--- config.mk ---
export PLATFORM = sky130hd
export DESIGN_NAME = spi_regfile_peripheral_flat
export DESIGN_NICKNAME = d
export VERILOG_FILES = /design/src/rtl/spi_regfile_pkg.sv /design/src/rtl/spi_regfile_peripheral_if.sv /design/src/rtl/sync_edge_detect.sv /design/src/rtl/spi_regfile_peripheral.sv /design/src/flat_wrapper.sv
export SDC_FILE = /design/constraint.sdc
export NUM_CORES = 1
export LEC_CHECK = 0
export ABC_AREA = 1
export CORE_MARGIN = 3
export CORE_UTILIZATION = 45
export CTS_CLUSTER_SIZE = 10
export DETAILED_ROUTE_END_ITERATION = 8
export GPL_TIMING_DRIVEN = 1
export PLACE_DENSITY = 0.77
export SETUP_SLACK_MARGIN = 0.2
export SLEW_MARGIN = 0
export SYNTH_ARGS = -nofsm -noshare
export SYNTH_HDL_FRONTEND = slang
export SYNTH_SLANG_ARGS = --single-unit
--- constraint.sdc ---
create_clock -name clk -period 2 [get_ports clk]
set_input_delay 0.4 -clock clk [delete_from_list [all_inputs] [get_ports clk]]
set_output_delay 0.4 -clock clk [all_outputs]
set_load 0.02 [all_outputs]
--- src/rtl/spi_regfile_pkg.sv ---
`default_nettype none
// ============================================================================
//  spi_regfile_pkg : shared types and helpers for the SPI register-file target
//  Rev 1.0
// ============================================================================
package spi_regfile_pkg;

  typedef enum logic [2:0] {
    IDLE    = 3'd0,
    CMD     = 3'd1,
    DATA    = 3'd2,
    WAIT_CS = 3'd3,
    COMMIT  = 3'd4
  } state_e;

  localparam logic RW_WRITE = 1'b1;

  function automatic int frame_w(input int addr_w, input int data_w);
    return 1 + addr_w + data_w;
  endfunction

endpackage
`default_nettype wire

--- src/rtl/spi_regfile_peripheral_if.sv ---
`default_nettype none
// ============================================================================
//  spi_regfile_peripheral_if : SPI pin bundle between host and target
//  Rev 1.0
// ============================================================================
interface spi_regfile_peripheral_if;
  logic sclk;
  logic ncs;
  logic copi;
  logic cipo;
  logic cipo_oe;

  modport master (output sclk, output ncs, output copi, input cipo, input cipo_oe);
  modport slave  (input sclk, input ncs, input copi, output cipo, output cipo_oe);
endinterface
`default_nettype wire

--- src/rtl/sync_edge_detect.sv ---
`default_nettype none
// ============================================================================
//  sync_edge_detect : multi-flop synchroniser with rise/fall pulse outputs
//  Rev 1.0
// ============================================================================
module sync_edge_detect #(
  parameter int   SYNC_STAGES = 2,
  parameter logic RST_VAL     = 1'b0
) (
  input  logic clk,
  input  logic rst,
  input  logic d,
  output logic level,
  output logic rise,
  output logic fall
);

  logic [SYNC_STAGES-1:0] sync_q, sync_d;
  logic                   prev_q, prev_d;

  always_comb begin
    sync_d = {sync_q[SYNC_STAGES-2:0], d};
    prev_d = sync_q[SYNC_STAGES-1];
  end

  always_ff @(posedge clk) begin
    if (rst) begin
      sync_q <= {SYNC_STAGES{RST_VAL}};
      prev_q <= RST_VAL;
    end else begin
      sync_q <= sync_d;
      prev_q <= prev_d;
    end
  end

  assign level = sync_q[SYNC_STAGES-1];
  assign rise  = level & ~prev_q;
  assign fall  = ~level & prev_q;

endmodule
`default_nettype wire

--- src/rtl/spi_regfile_peripheral.sv ---
`default_nettype none
// ============================================================================
//  spi_regfile_peripheral : SPI mode-0 target with NUM_REGS x DATA_W registers
//  Rev 1.0
// ============================================================================
module spi_regfile_peripheral
  import spi_regfile_pkg::*;
#(
  parameter int NUM_REGS    = 8,
  parameter int DATA_W      = 8,
  parameter int ADDR_W      = 7,
  parameter int SYNC_STAGES = 2
) (
  input  logic                         clk,
  input  logic                         rst,
  spi_regfile_peripheral_if.slave      spi,
  output logic [NUM_REGS*DATA_W-1:0]   regs_flat,
  output logic [NUM_REGS-1:0]          wr_strobe,
  output logic                         frame_err
);

  localparam int CMD_W      = 1 + ADDR_W;
  localparam int FRAME_W    = frame_w(ADDR_W, DATA_W);
  localparam int CNT_W      = $clog2(FRAME_W + 1);
  localparam int SETTLE_MAX = SYNC_STAGES + 1;
  localparam int SETTLE_W   = $clog2(SETTLE_MAX + 1);

  logic sclk_level_unused, sclk_rise, sclk_fall;
  logic ncs_level, ncs_rise, ncs_fall;
  logic copi_level, copi_rise_unused, copi_fall_unused;

  sync_edge_detect #(.SYNC_STAGES(SYNC_STAGES), .RST_VAL(1'b0)) u_sync_sclk (
    .clk(clk), .rst(rst), .d(spi.sclk),
    .level(sclk_level_unused), .rise(sclk_rise), .fall(sclk_fall));

  sync_edge_detect #(.SYNC_STAGES(SYNC_STAGES), .RST_VAL(1'b1)) u_sync_ncs (
    .clk(clk), .rst(rst), .d(spi.ncs),
    .level(ncs_level), .rise(ncs_rise), .fall(ncs_fall));

  sync_edge_detect #(.SYNC_STAGES(SYNC_STAGES), .RST_VAL(1'b0)) u_sync_copi (
    .clk(clk), .rst(rst), .d(spi.copi),
    .level(copi_level), .rise(copi_rise_unused), .fall(copi_fall_unused));

  state_e               state_q, state_d;
  logic [CNT_W-1:0]     bit_cnt_q, bit_cnt_d;
  logic [CMD_W-1:0]     cmd_q, cmd_d;
  logic [DATA_W-1:0]    data_in_q, data_in_d;
  logic [DATA_W-1:0]    shift_out_q, shift_out_d;
  logic                 oe_q, oe_d;
  logic                 overrun_q, overrun_d;
  logic                 discard_q, discard_d;
  logic [SETTLE_W-1:0]  settle_q, settle_d;
  logic [DATA_W-1:0]    regs_q [NUM_REGS];
  logic [DATA_W-1:0]    regs_d [NUM_REGS];

  logic [CMD_W-1:0]     cmd_shift;
  logic [DATA_W-1:0]    preload;
  logic                 settled;

  assign cmd_shift = {cmd_q[CMD_W-2:0], copi_level};
  assign settled   = (settle_q == SETTLE_W'(SETTLE_MAX));

  // Read data is captured from the registers as they stand when the address completes.
  always_comb begin
    preload = '0;
    for (int r = 0; r < NUM_REGS; r++) begin
      if (cmd_shift[ADDR_W-1:0] == ADDR_W'(r)) preload = regs_q[r];
    end
  end

  always_comb begin
    state_d     = state_q;
    bit_cnt_d   = bit_cnt_q;
    cmd_d       = cmd_q;
    data_in_d   = data_in_q;
    shift_out_d = shift_out_q;
    oe_d        = oe_q;
    overrun_d   = overrun_q;
    discard_d   = discard_q;
    settle_d    = settled ? settle_q : settle_q + SETTLE_W'(1);
    regs_d      = regs_q;
    wr_strobe   = '0;
    frame_err   = 1'b0;

    case (state_q)
      IDLE: begin
        // Edges are untrustworthy until the ncs synchroniser has flushed its reset value;
        // a select already low at that point belongs to a frame we never saw start.
        if (settled) begin
          if (ncs_fall) begin
            state_d   = CMD;
            bit_cnt_d = '0;
            overrun_d = 1'b0;
            discard_d = 1'b0;
            oe_d      = 1'b0;
          end else if (!ncs_level) begin
            state_d   = WAIT_CS;
            discard_d = 1'b1;
          end
        end
      end

      CMD: begin
        if (ncs_rise) begin
          state_d   = IDLE;
          frame_err = 1'b1;
        end else if (sclk_rise) begin
          cmd_d = cmd_shift;
          if (bit_cnt_q == CNT_W'(ADDR_W)) begin
            state_d     = DATA;
            bit_cnt_d   = '0;
            shift_out_d = preload;
            oe_d        = (cmd_shift[CMD_W-1] != RW_WRITE);
          end else begin
            bit_cnt_d = bit_cnt_q + CNT_W'(1);
          end
        end
      end

      DATA: begin
        if (ncs_rise) begin
          state_d   = IDLE;
          frame_err = 1'b1;
          oe_d      = 1'b0;
        end else begin
          if (sclk_rise) begin
            data_in_d = (data_in_q << 1) | DATA_W'(copi_level);
            if (bit_cnt_q == CNT_W'(DATA_W - 1)) begin
              state_d   = WAIT_CS;
              bit_cnt_d = '0;
            end else begin
              bit_cnt_d = bit_cnt_q + CNT_W'(1);
            end
          end
          // The fall right after entering DATA precedes the host's sample of the MSB.
          if (sclk_fall && (bit_cnt_q != '0)) shift_out_d = shift_out_q << 1;
        end
      end

      WAIT_CS: begin
        if (ncs_rise) begin
          state_d = discard_q ? IDLE : COMMIT;
          oe_d    = 1'b0;
        end else begin
          if (sclk_rise) overrun_d = 1'b1;
          if (sclk_fall) shift_out_d = shift_out_q << 1;
        end
      end

      COMMIT: begin
        state_d = IDLE;
        if (overrun_q) begin
          frame_err = 1'b1;
        end else if (cmd_q[CMD_W-1] == RW_WRITE) begin
          for (int r = 0; r < NUM_REGS; r++) begin
            if (cmd_q[ADDR_W-1:0] == ADDR_W'(r)) begin
              regs_d[r]    = data_in_q;
              wr_strobe[r] = 1'b1;
            end
          end
        end
      end

      default: state_d = IDLE;
    endcase
  end

  always_ff @(posedge clk) begin
    if (rst) begin
      state_q     <= IDLE;
      bit_cnt_q   <= '0;
      cmd_q       <= '0;
      data_in_q   <= '0;
      shift_out_q <= '0;
      oe_q        <= 1'b0;
      overrun_q   <= 1'b0;
      discard_q   <= 1'b0;
      settle_q    <= '0;
      for (int r = 0; r < NUM_REGS; r++) regs_q[r] <= '0;
    end else begin
      state_q     <= state_d;
      bit_cnt_q   <= bit_cnt_d;
      cmd_q       <= cmd_d;
      data_in_q   <= data_in_d;
      shift_out_q <= shift_out_d;
      oe_q        <= oe_d;
      overrun_q   <= overrun_d;
      discard_q   <= discard_d;
      settle_q    <= settle_d;
      regs_q      <= regs_d;
    end
  end

  generate
    for (genvar g = 0; g < NUM_REGS; g++) begin : g_regs_flat
      assign regs_flat[g*DATA_W +: DATA_W] = regs_q[g];
    end
  endgenerate

  assign spi.cipo    = oe_q & shift_out_q[DATA_W-1];
  assign spi.cipo_oe = oe_q;

endmodule
`default_nettype wire

--- src/flat_wrapper.sv ---
// flat-port wrapper written by rule: the top's interface ports become plain ports
module spi_regfile_peripheral_flat import spi_regfile_pkg::*;
#(
  parameter int NUM_REGS    = 8,
  parameter int DATA_W      = 8,
  parameter int ADDR_W      = 7,
  parameter int SYNC_STAGES = 2
)
  (clk, rst, regs_flat, wr_strobe, frame_err, spi_sclk, spi_ncs, spi_copi, spi_cipo, spi_cipo_oe);
  spi_regfile_peripheral_if spi_i ();
  input  logic clk;
  input  logic rst;
  output logic [NUM_REGS*DATA_W-1:0] regs_flat;
  output logic [NUM_REGS-1:0] wr_strobe;
  output logic frame_err;
  input wire logic [$bits(spi_i.sclk)-1:0] spi_sclk;
  input wire logic [$bits(spi_i.ncs)-1:0] spi_ncs;
  input wire logic [$bits(spi_i.copi)-1:0] spi_copi;
  output wire logic [$bits(spi_i.cipo)-1:0] spi_cipo;
  output wire logic [$bits(spi_i.cipo_oe)-1:0] spi_cipo_oe;
  assign spi_i.sclk = spi_sclk;
  assign spi_i.ncs = spi_ncs;
  assign spi_i.copi = spi_copi;
  assign spi_cipo = spi_i.cipo;
  assign spi_cipo_oe = spi_i.cipo_oe;
  spi_regfile_peripheral #(.NUM_REGS(NUM_REGS), .DATA_W(DATA_W), .ADDR_W(ADDR_W), .SYNC_STAGES(SYNC_STAGES)) u_core (.clk(clk), .rst(rst), .spi(spi_i), .regs_flat(regs_flat), .wr_strobe(wr_strobe), .frame_err(frame_err));
endmodule
* After elaboration in Yosys (flattened, before gate mapping) *
Index checks and enable logic that the tools add are counted.

word-level totals
  register bits = 109
  latch bits = 0
  bits in writable memories = 0
  bits in read-only memories = 0
  bits of input ports = 5
  output and inout bits = 75
  logic and storage cells = 164
  memories kept = 0

operators by class
  add/subtract/negate cells = 2
  multiply operators = 0
  div/mod/pow operators = 0
  order comparisons = 0
  eq/ne operators = 40
  shift operators = 0
  muxes and demuxes = 60
  bitwise gates (word level) = 13
  reductions and logical operators = 27

operators with widths
  operator                                                count
  two-way mux 8 bit                                       18
  equality test 7 x 3 -> 1 bit (second input constant)    8
  two-way mux 3 bit                                       11
  AND reduction 4 bit                                     8
  equality test 7 x 2 -> 1 bit (second input constant)    4
  two-way mux 5 bit                                       5
  case mux 8 bit (3 select lines)                         1
  inequality test 2 x 1 -> 1 bit (second input constant)  11
  two-way mux 1 bit                                       20
  equality test 7 x 1 -> 1 bit (second input constant)    2
  logical NOT 7 bit                                       2
  AND reduction 7 bit                                     2
  inequality test 3 x 1 -> 1 bit (second input constant)  4
  case mux 3 bit (4 select lines)                         1
  case mux 5 bit (2 select lines)                         1
  AND reduction 5 bit                                     2
  AND reduction 3 bit                                     3
  inequality test 2 bit (second input constant)           4
  OR 8 x 1 -> 8 bit                                       1
  AND reduction 8 bit                                     1
  NOT 1 bit                                               7
  equality test 3 x 2 -> 1 bit (second input constant)    2
  nonzero test 3 bit                                      2
  adder 5 x 1 -> 5 bit (second input constant)            1
  other kinds (14)                                        21

* Depth between registers and ports, before layout *
Gate-level depths: netlist (run 1).

  depth after elaboration = 13
  gate-level depth with buffers = 12
  depth with buffers taken out = 12

* Hierarchy *
Synthesis (run 1) repeated with hierarchy kept, for this count alone.

unflattened totals
  cell total of the unflattened synthesis = 624
  area, all modules = 4964.8 µm²

modules (own cells, without submodules)
  module                                     times used  cells an instance  area each (µm²)  sequential area each (µm²)
  spi_regfile_peripheral                     1           587                4679.5           2021.9
  sync_edge_detect (u_core.u_sync_copi ...)  2           12                 93.8             60.1
  sync_edge_detect (u_core.u_sync_ncs)       1           13                 97.6             60.1

* Worst setup path before layout (run 1) *
OpenSTA, ideal clock, no wires.

  path kind = register to output
  from = register u_core.state_q[1]
  to = output wr_strobe[0]
  arrival = 1.204 ns
  required time = 1.600 ns
  setup slack = 0.396 ns
  cell stages (with the launch flop) = 7
  buffers on the path = 1
  cells stage by stage = dfxtp_1 nor2_2 nand2_2 nor4_4 nand2_4 nor2_4 buf_8

on the way
  cells in the longest elaborated chain, start to end = 2

RTL lines
  what                    RTL line                       text
  from (decl)             spi_regfile_peripheral.sv:44   state_e state_q, state_d;
  from (signal assigned)  spi_regfile_peripheral.sv:181  state_q <= state_d;
  equality test 3 bit     spi_regfile_peripheral.sv:85   case (state_q)
  two-way mux 8 bit       spi_regfile_peripheral.sv:85
  to (decl)               flat_wrapper.sv:14             output logic [NUM_REGS-1:0] wr_strobe;

Every way passes these cells.

* Final worst setup path (run 1) *
  from = register u_core.cmd_q[5]
  to = output wr_strobe[1]

on the way
  cells in the longest elaborated chain, start to end = 5

RTL lines
  what                          RTL line                       text
  from (decl)                   spi_regfile_peripheral.sv:46   logic [CMD_W-1:0] cmd_q, cmd_d;
  from (signal assigned)        spi_regfile_peripheral.sv:183  cmd_q <= cmd_d;
  equality test 7 x 1 -> 1 bit  spi_regfile_peripheral.sv:156  if (cmd_q[ADDR_W-1:0] == ADDR_W'(r)) begin
  two-way mux 1 bit             spi_regfile_peripheral.sv:156
  two-way mux 8 bit             spi_regfile_peripheral.sv:154  end else if (cmd_q[CMD_W-1] == RW_WRITE) begin
  two-way mux 8 bit             spi_regfile_peripheral.sv:152  if (overrun_q) begin
  two-way mux 8 bit             spi_regfile_peripheral.sv:85

Every way passes these cells.

==> flow_metrics.env, run 1 <==
export IMPL_status="finished, violations left"
export IMPL_violations="setup timing"
export IMPL_clkSinkCount=109
export IMPL_synthXorXnorAreaFrac_pct=0.360
export IMPL_synth_edf_count=0
export IMPL_synthAdderAreaFrac_pct=0.770
export IMPL_cp_max_fo=4
export IMPL_cp_end_kind="primary output"
export IMPL_path_cells="inv_2, nand2_2, buf_6, nor4_4, nand2_4, nor2_4, buf_6"
export IMPL_clock_power_share_pct=23.8
export IMPL_p_switching_uw=1870
export IMPL_gp_congestion=0.925
export IMPL_seqPwrFrac_pct=44.9
export IMPL_wirelength_mm=15.0
export IMPL_finalSetupViolCount=6
export IMPL_start_util_pct=46.8
export IMPL_muxShareOfSynthArea_pct=0
export IMPL_max_stage_delay_ps=340
export IMPL_cts_tree="built"
export IMPL_remaining_drc_errors=0
export IMPL_critPathSlowestCell="dfxtp_2"
export IMPL_p_leak_uw=0.00344
export IMPL_dp_hpwl_mm=9.76
export IMPL_yosysSeqAreaShare_pct=44.8
export IMPL_drv_cap=0
export IMPL_timing_fmax_mhz=490
export IMPL_ioPinCount=80
export IMPL_p_int_uw=3440
export IMPL_drt_initial_drc_count=423
export IMPL_skew_ps=13.2
export IMPL_wl_per_cell_um=16.8
export IMPL_worst_endpoint_required_ps=1600
export IMPL_syn2layout_area_growth_pct=36.9
export IMPL_arrival_ps=1640
export IMPL_root_buffer="clkbuf_8"
export IMPL_grt_max_degree=46
export IMPL_synth_commonest_cells="109 x dfxtp_1, 94 x o21ai_0, 90 x a21oi_1"
export IMPL_postSynth_asyncResetShare_pct=0
export IMPL_syn_nets=641
export IMPL_grt_antenna_before_repair=0
export IMPL_ys_ff_latch=109
export IMPL_clock_path_buffers=2
export IMPL_finalCriticalPeriod_ps=2040
export IMPL_grt_overflow=0
export IMPL_hold_ws_ps=423
export IMPL_synth_simple_gate_area_share_pct=21.2
export IMPL_fp_coreArea_mm2=0.0104
export IMPL_synth_top_family_by_area="compound AO/OA/AOI/OAI gates"
export IMPL_placement_rows=37
export IMPL_synth_top_cell_area_share_pct=44.8
export IMPL_drive_gt1_share_pct=23.8
export IMPL_antenna_diode_count=0
export IMPL_instances_no_fill=897
export IMPL_crit_top_cell="buf_6"
export IMPL_clkTransAtPathRegs_ps=110
export IMPL_rsz0062_at_grt="yes"
export IMPL_hold_viol=0
export IMPL_criticalPathCategory="reg2out"
export IMPL_ys_types=39
export IMPL_pwr_density_cell_mw_per_mm2=797
export IMPL_yosys_warnings=0
export IMPL_switching_share_pct=35.3
export IMPL_antenna_left=0
export IMPL_fin_nets=764
export IMPL_max_vdd_ir_drop_uv=426
export IMPL_htreeDepth=3
export IMPL_min_delay_path_class="reg2reg"
export IMPL_grt_pass1_wl_mm=22.5
export IMPL_slew_limit_headroom_pct=66.1
export IMPL_place_inst=857
export IMPL_path_delay_family="simple AND/OR/NAND/NOR gates"
export IMPL_ys_flop_type="dfxtp_1"
export IMPL_fin_crit_sh_pct=102
export IMPL_io_buffers=79
export IMPL_postSynthCellCount=633
export IMPL_synth_area_mm2=0.00487
export IMPL_dieWidth_um=110
export IMPL_tightest_slew_ps=506
export IMPL_critPathLaunchType="flop"
export IMPL_setup_ws_ps=-40.7
export IMPL_dr_total_vias=4990
export IMPL_yosysMostFrequentCell="dfxtp_1"
export IMPL_ys_top_cells_by_area="dfxtp_1 45%, o21ai_0 9.7%, a21oi_1 9.2%"
export IMPL_ctsHoldBuffers=0
export IMPL_synth_avg_cell_area_um2=7.70
export IMPL_yosysTopAreaCell="dfxtp_1"
export IMPL_synth_compound_area_share_pct=23.0
export IMPL_numCtsBuffers=9
export IMPL_power_uw=5310
export IMPL_critPathBufInv=3
export IMPL_first_pass_iters=5
export IMPL_grt_pass1_vias=4473
export IMPL_track_usage_pct=23.9
export IMPL_pwr_share_comb_pct=31.3
export IMPL_viasPerCell=5.56
export IMPL_fp_dieH_um=110
export IMPL_dieArea_mm2=0.0121
export IMPL_clk_latency_ps=370
export IMPL_slew_viol_final=0
per-layer routing:
layer	wire [µm]	share of wire (%)	vias to the layer above	global-route usage (%)
met4	584	3.9	0	11.0
met3	816	5.4	53	3.09
met1	6310	42	2367	31.8
li1	-	-	2363	-
met5	0	0	-	0
met2	7340	49	207	38.6
layout make-up:
cell class                 instances  area (µm²)
multi-input combinational        418        2400
timing repair buffer             138        1410
fill                             854        3750
clock buffer                      10         128
clock inverter                     6        52.6
inverter                          80         310
sequential                       109        2190
tap                              136         170
cells in the final DEF (no fill, tap or decap), types with 14 or more instances in the layout:
cell type	instances
clkdlybuf4s50_1	17
dfxtp_1	103
buf_4	50
dlymetal6s2s_1	47
nand2_1	45
nor2_1	53
o21ai_0	89
inv_2	17
a21oi_1	87
nor2_4	19
inv_1	56
buf_6	14
nand3_1	37
sequential cells by signal, summed over array words and instances, names as in the netlist, 2 cells and up:
register,count
u_core.cmd_q,8
u_core.bit_cnt_q,5
u_core.settle_q,2
u_core.u_sync_copi.sync_q,2
u_core.regs_flat,64
u_core.state_q,3
u_core.shift_out_q,8
u_core.u_sync_sclk.sync_q,2
u_core.data_in_q,8
u_core.u_sync_ncs.sync_q,2
power groups by stage:
stage | Sequential [µW] | Combinational, µW | Clock, µW
final | 2380 | 1660 | 1270
after global routing | 2400 | 1770 | 1360
after detailed placement | 2410 | 1110 | 0
after floorplan | 2410 | 805 | 0
after CTS | 2370 | 1290 | 1280
after global placement | 2400 | 1070 | 0
what timing repair did:
item                       CTS  global route
buffers inserted            12            12
hold endpoints to repair     0             0
pin swaps                   13            20
setup endpoints to repair   15            81
resized for setup           87            98
logic make-up after synthesis:
logic type	count (synthesis)
compound gates	209
simple gates	204
flops	109
buf+inv	106
fa+ha+maj	3
xor+xnor	2
worst reg2reg max path, stage by stage, from the launching register on:
cell and delay [ps]:
dfxtp_4 380, buf_6 120, buf_6 110, nand2_4 70, nor2_4 40, buf_6 110, buf_8 130, o21ai_4 80
nand3_2 150, a21oi_4 270, clkinv_4 190, nor2_4 120, a21oi_2 60
through the flow:
stage	worst slack [ps]	instance area, µm²	utilization (%)	setup TNS, ps
6_report	-40.7	6670	64.0	-130
5_1_grt	-115	6670	64.0	-665
4_1_cts	-49.5	6300	60.4	-168
3_5_place_dp	-183	5940	57.0	-825
3_3_place_gp	-113	5940	57.0	-444
2_1_floorplan	396	4870	-	0
worst paths after layout:
kind | cells past startpoint | slack [ps] | to | startpoint
worst max-delay path | 7 | -40 | wr_strobe[1] | u_core.cmd_q[5]
worst min-delay path | 2 | 420 | u_core.u_sync_sclk.sync_q[1] | u_core.u_sync_sclk.sync_q[0]
worst max register to register | 12 | 70 | u_core.shift_out_q[1] | u_core.state_q[0]
worst min register to register | 2 | 420 | u_core.u_sync_sclk.sync_q[1] | u_core.u_sync_sclk.sync_q[0]
(Power assumes the default switching activity.)
==> run 2: changes to the inputs <==
--- a/config.mk
+++ b/config.mk
@@ -5,7 +5,6 @@
 export SDC_FILE = /design/constraint.sdc
 export NUM_CORES = 1
 export LEC_CHECK = 0
-export ABC_AREA = 1
 export CORE_MARGIN = 3
 export CORE_UTILIZATION = 45
 export CTS_CLUSTER_SIZE = 10
@@ -13,7 +12,6 @@
 export GPL_TIMING_DRIVEN = 1
 export PLACE_DENSITY = 0.77
 export SETUP_SLACK_MARGIN = 0.2
-export SLEW_MARGIN = 0
 export SYNTH_ARGS = -nofsm -noshare
 export SYNTH_HDL_FRONTEND = slang
 export SYNTH_SLANG_ARGS = --single-unit
==> constraint.sdc (replaced) <==
create_clock -name clk -period 2 [get_ports clk]
set_input_delay 0.4 -clock clk [delete_from_list [all_inputs] [get_ports clk]]
set_output_delay 0.4 -clock clk [all_outputs]
set_load 0.005 [all_outputs]
==> run 2 against run 1 <==
The run still ends with setup timing left. Sequential share of layout area decreased by 1.8 points. Critical path depth up 1. Clock power hardly changed. Flip-flop and latch count is the same. Combinational power fell by 89%. Largest power group unchanged. Highest routed layer unchanged.
==> flow_metrics.env, run 2 <==
export IMPL_status="finished, violations left"
export IMPL_violations="setup timing"
export IMPL_yosys_warnings=0
export IMPL_fp_dieH_um=111
export IMPL_cp_max_fo=2
export IMPL_fin_crit_sh_pct=120
export IMPL_critPathSlowestCell="or4b_4"
export IMPL_grt_pass1_vias=4488
export IMPL_drive_gt1_share_pct=29.8
export IMPL_path_delay_family="simple AND/OR/NAND/NOR gates"
export IMPL_grt_max_degree=56
export IMPL_cts_tree="built"
export IMPL_p_leak_uw=0.00318
export IMPL_synth_top_cell_area_share_pct=44.1
export IMPL_max_stage_delay_ps=550
export IMPL_wl_per_cell_um=19.0
export IMPL_first_pass_iters=5
export IMPL_syn2layout_area_growth_pct=43.7
export IMPL_ys_flop_type="dfxtp_1"
export IMPL_p_switching_uw=915
export IMPL_largest_register_ffs=64
export IMPL_grt_overflow=0
export IMPL_drv_cap=0
export IMPL_clkSinkCount=109
export IMPL_track_usage_pct=24.0
export IMPL_clock_path_buffers=2
export IMPL_fin_nets=681
export IMPL_max_vdd_ir_drop_uv=534
export IMPL_antenna_left=0
export IMPL_critPathLaunchType="flop"
export IMPL_grt_antenna_before_repair=0
export IMPL_power_uw=3650
export IMPL_gp_congestion=0.881
export IMPL_dp_hpwl_mm=9.99
export IMPL_synth_area_mm2=0.00495
export IMPL_pwr_share_comb_pct=4.9
export IMPL_viasPerCell=5.69
export IMPL_p_int_uw=2740
export IMPL_path_cells="or4b_4, nor4_4, buf_6, buf_6, buf_12, nand2_4, inv_2, buf_2"
export IMPL_syn_nets=545
export IMPL_seqPwrFrac_pct=60.4
export IMPL_ioPinCount=80
export IMPL_setup_ws_ps=-409
export IMPL_criticalPathCategory="reg2out"
export IMPL_dieWidth_um=111
export IMPL_timing_fmax_mhz=415
export IMPL_htreeDepth=3
export IMPL_grt_pass1_wl_mm=24.0
export IMPL_postSynth_asyncResetShare_pct=0
export IMPL_dieArea_mm2=0.0123
export IMPL_drt_initial_drc_count=273
export IMPL_crit_top_cell="buf_6"
export IMPL_synth_edf_count=0
export IMPL_synth_avg_cell_area_um2=9.22
export IMPL_arrival_ps=2010
export IMPL_yosysSeqAreaShare_pct=44.1
export IMPL_worst_endpoint_required_ps=1600
export IMPL_final_util_pct=67.7
export IMPL_clkTransAtPathRegs_ps=100
export IMPL_wirelength_mm=15.5
export IMPL_pwr_density_cell_mw_per_mm2=513
export IMPL_final_common_cell="nor2_1"
export IMPL_antenna_diode_count=0
export IMPL_clock_power_share_pct=34.7
export IMPL_ys_top_cells_by_area="dfxtp_1 44%, mux2i_1 20%, nor2_1 8.0%"
export IMPL_root_buffer="clkbuf_8"
export IMPL_fp_coreArea_mm2=0.0105
export IMPL_final_cell_mix="97 x nor2_1, 95 x dfxtp_1, 89 x mux2i_1"
export IMPL_postSynthCellCount=537
export IMPL_switching_share_pct=25.1
export IMPL_ctsHoldBuffers=0
export IMPL_start_util_pct=47.1
export IMPL_slew_viol_final=0
export IMPL_min_delay_path_class="in2reg"
export IMPL_remaining_drc_errors=0
export IMPL_tightest_slew_ps=620
export IMPL_placement_rows=37
export IMPL_skew_ps=18.7
export IMPL_dr_total_vias=4634
export IMPL_cp_end_kind="primary output"
export IMPL_ys_types=58
export IMPL_finalCriticalPeriod_ps=2410
export IMPL_slew_limit_headroom_pct=58.5
export IMPL_finalSetupViolCount=45
export IMPL_critPathBufInv=5
export IMPL_clk_latency_ps=400
export IMPL_io_buffers=79
export IMPL_rsz0062_at_grt="yes"
export IMPL_numCtsBuffers=9
export IMPL_hold_viol=0
export IMPL_synth_commonest_cells="109 x dfxtp_1, 106 x nor2_1, 98 x mux2i_1"
export IMPL_ys_ff_latch=109
export IMPL_yosysTopAreaCell="dfxtp_1"
export IMPL_yosysMostFrequentCell="dfxtp_1"
[run 2: kinds of logic after synthesis]
kind of cell / after synthesis / synth area share (%)
XOR/XNOR: 4 / 0.707
buffers and inverters: 57 / 4.72
AO/OA/AOI/OAI: 78 / 10.1
flip-flops: 109 / 44.1
multiplexers: 100 / 20.5
AND/OR/NAND/NOR: 186 / 19.2
adder cells (fa/ha/maj): 3 / 0.758
[run 2: final cells by class]
type	count	area [µm²]
clock inverter	6	52.6
inverter	16	60.1
fill	758	3390
sequential	109	2210
tap	136	170
clock buffer	10	128
multi-input combinational	371	2820
timing repair buffer	166	1670
[run 2: final timing paths]
kind,end,cells past startpoint,slack (ps),start
setup reg to reg,u_core.shift_out_q[7],8,-280,u_core.cmd_q[2]
setup / recovery,wr_strobe[4],8,-410,u_core.cmd_q[5]
hold / removal,u_core.u_sync_sclk.prev_q,2,340,rst
hold reg to reg,u_core.u_sync_ncs.sync_q[1],1,440,u_core.u_sync_ncs.sync_q[0]
[run 2: power groups by stage]
stage | logic, µW | clock network, µW | registers, µW
floorplan | 116 | 0 | 2250
global placement | 157 | 0 | 2260
detailed placement | 161 | 0 | 2260
CTS | 169 | 1290 | 2210
global route | 198 | 1360 | 2210
finish | 180 | 1270 | 2200
[run 2: worst register-to-register path, cell delays in order, from the launching register on]
cell and delay [ps]:
dfxtp_2 350, or4_4 560, buf_6 140, buf_6 120, buf_6 120, or3_4 390
o32a_1 310, nand4_1 90, o32ai_1 70
[run 2: repair_timing]
action,in CTS,in global routing
buffers inserted,17,13
pin swaps,20,36
resized for setup,96,76
endpoints found under the setup margin,88,95
[run 2: through the flow]
| stage | instance area [µm²] | cells | setup slack [ps] | setup TNS [ps] | hold WS [ps] |
|---|---|---|---|---|---|
| floorplan | 5000 | 537 | -97.9 | -260 | 389 |
| global placement | 6230 | 768 | -366 | -3060 | 406 |
| detailed placement | 6230 | 768 | -385 | -3650 | 412 |
| CTS | 6720 | 801 | -473 | -6530 | 327 |
| global route | 7120 | 814 | -479 | -9480 | 350 |
| finish | 7120 | 814 | -409 | -6320 | 340 |
[run 2: per-layer routing]
metal	GRT usage, %	share of wire [%]	up-vias
li1	-	-	2157
met1	31.6	42	2246
met2	37.8	48	193
met3	5.24	6.0	38
met4	10.5	3.6	0
met5	0	0	-
==> run 3: changes to the inputs <==
--- a/config.mk
+++ b/config.mk
@@ -9,9 +9,9 @@
 export CORE_UTILIZATION = 45
 export CTS_CLUSTER_SIZE = 10
 export DETAILED_ROUTE_END_ITERATION = 8
-export GPL_TIMING_DRIVEN = 1
+export GPL_TIMING_DRIVEN = 0
 export PLACE_DENSITY = 0.77
-export SETUP_SLACK_MARGIN = 0.2
+export SKIP_CTS_REPAIR_TIMING = 1
 export SYNTH_ARGS = -nofsm -noshare
 export SYNTH_HDL_FRONTEND = slang
 export SYNTH_SLANG_ARGS = --single-unit
==> run 3 against run 2 <==
Sequential power hardly changed. Clock skew is 4.3 ps lower. Total power is 4.6% higher. The run still ends with setup timing left.
==> flow_metrics.env, run 3 (synthesis gave the netlist of run 2 again) <==
export IMPL_status="finished, violations left"
export IMPL_violations="setup timing"
export IMPL_syn2layout_area_growth_pct=48.6
export IMPL_numCtsBuffers=9
export IMPL_busiest_layer="met2"
export IMPL_grt_antenna_before_repair=0
export IMPL_dieArea_mm2=0.0123
export IMPL_antenna_diode_count=0
export IMPL_final_common_cell="dfxtp_1"
export IMPL_grt_pass1_vias=4247
export IMPL_wl_per_cell_um=20.2
export IMPL_grt_max_degree=19
export IMPL_p_leak_uw=0.00325
export IMPL_fin_tns_setup_ps=-11970
export IMPL_max_vdd_ir_drop_uv=535
export IMPL_worst_r2r_cell_count=12
export IMPL_arrival_ps=2200
export IMPL_grt_overflow=0
export IMPL_first_pass_iters=6
export IMPL_gp_congestion=0.938
export IMPL_slew_limit_headroom_pct=53.2
export IMPL_final_util_pct=70.0
export IMPL_r2r_end="u_core.regs_flat[59]"
export IMPL_r2r_start="u_core.cmd_q[5]"
export IMPL_clock_path_buffers=2
export IMPL_fin_crit_sh_pct=130
export IMPL_met1_usage_pct=28.8
export IMPL_grt_pass1_wl_mm=22.0
export IMPL_dr_total_vias=4921
export IMPL_placement_rows=37
export IMPL_viasPerCell=5.80
export IMPL_cts_tree="built"
export IMPL_track_usage_pct=22.2
export IMPL_start_util_pct=47.1
export IMPL_setup_ws_ps=-598
export IMPL_fin_nets=716
export IMPL_clock_power_share_pct=37.2
export IMPL_gr_usage_met2_pct=36.1
export IMPL_pwr_share_comb_pct=5.2
export IMPL_p_switching_uw=929
export IMPL_drive_gt1_share_pct=28.7
export IMPL_p_int_uw=2890
export IMPL_cp_end_kind="primary output"
export IMPL_met3_usage_pct=6.22
export IMPL_finalCriticalPeriod_ps=2600
export IMPL_seqPwrFrac_pct=57.7
export IMPL_final_cell_mix="100 x dfxtp_1, 97 x nor2_1, 96 x mux2i_1"
export IMPL_timing_fmax_mhz=385
export IMPL_dp_slack_ps=-734
export IMPL_remaining_drc_errors=0
export IMPL_fp_dieH_um=111
export IMPL_io_buffers=79
export IMPL_fp_coreArea_mm2=0.0105
export IMPL_drt_initial_drc_count=465
export IMPL_dp_hpwl_mm=9.86
export IMPL_cp_max_fo=5
export IMPL_whs_endpoint="u_core.u_sync_ncs.sync_q[1]"
export IMPL_wirelength_mm=17.1
export IMPL_clkTransAtPathRegs_ps=100
export IMPL_worst_endpoint_required_ps=1600
export IMPL_rsz0062_at_grt="yes"
export IMPL_worstHoldStart="u_core.u_sync_ncs.sync_q[0]"
export IMPL_largest_register_ffs=64
export IMPL_pwr_density_cell_mw_per_mm2=519
export IMPL_dieWidth_um=111
export IMPL_clk_latency_ps=390
export IMPL_drv_cap=0
export IMPL_criticalPathCategory="reg2out"
export IMPL_skew_ps=14.4
export IMPL_min_path_cells=1
export IMPL_critPathLaunchType="flop"
export IMPL_htreeDepth=3
export IMPL_antenna_left=0
export IMPL_slew_viol_final=0
export IMPL_switching_share_pct=24.3
export IMPL_rrSetupSlack_ps=-360
export IMPL_tightest_slew_ps=701
export IMPL_min_delay_path_class="reg2reg"
export IMPL_hold_viol=0
export IMPL_clkSinkCount=109
export IMPL_root_buffer="clkbuf_8"
export IMPL_finalSetupViolCount=66
export IMPL_ioPinCount=80
-- run 3: worst max-delay path by stage --
| stage | from | endpoint | depth (start not counted) |
|---|---|---|---|
| floorplan | u_core.cmd_q[5] | wr_strobe[7] | 5 |
| global placement | u_core.cmd_q[5] | wr_strobe[4] | 5 |
| detailed placement | u_core.cmd_q[5] | wr_strobe[7] | 6 |
| CTS | u_core.cmd_q[5] | wr_strobe[7] | 6 |
| global route | u_core.cmd_q[5] | wr_strobe[0] | 8 |
| finish | u_core.cmd_q[5] | wr_strobe[0] | 8 |
-- run 3: metrics by stage --
step / total power, µW / cells / hold slack (ps) / cell area [µm²]
2_1_floorplan: 2370 / 537 / 389 / 4970
3_3_place_gp: 2410 / 752 / 403 / 5930
3_5_place_dp: 2420 / 752 / 393 / 5930
4_1_cts: 3800 / 767 / 435 / 6140
5_1_grt: 3930 / 848 / 454 / 7360
6_report: 3820 / 848 / 433 / 7360
-- run 3: power by group through the flow --
stage | Clock, µW | Sequential [µW] | Combinational, µW
floorplan | 0 | 2250 | 115
global placement | 0 | 2250 | 158
detailed placement | 0 | 2250 | 162
CTS | 1430 | 2200 | 163
global route | 1510 | 2210 | 212
finish | 1420 | 2200 | 197
-- run 3: area by class of cell --
type	instances	area, µm²
fillers	693	3150
inverters	16	68.8
flip-flops and latches	109	2200
repair buffers	163	1570
clock inverters	5	68.8
plain buffers	38	205
multi-input cells	371	2940
clock buffers	10	138
well taps	136	170
-- run 3: critical path, cell delays in order, from the launching register on --
cell and delay, ps:
dfxtp_4 370, or4_4 530, buf_6 140, nor4_4 270, buf_6 150, buf_12 120, nand2_8 60, inv_2 90
buf_6 90
-- run 3: routing by layer --
metal	wire, µm	vias to the layer above	share of wire (%)
met2	8330	272	49
met3	1410	53	8.2
li1	-	2224	-
met4	536	0	3.1
met5	0	-	0
met1	6850	2372	40
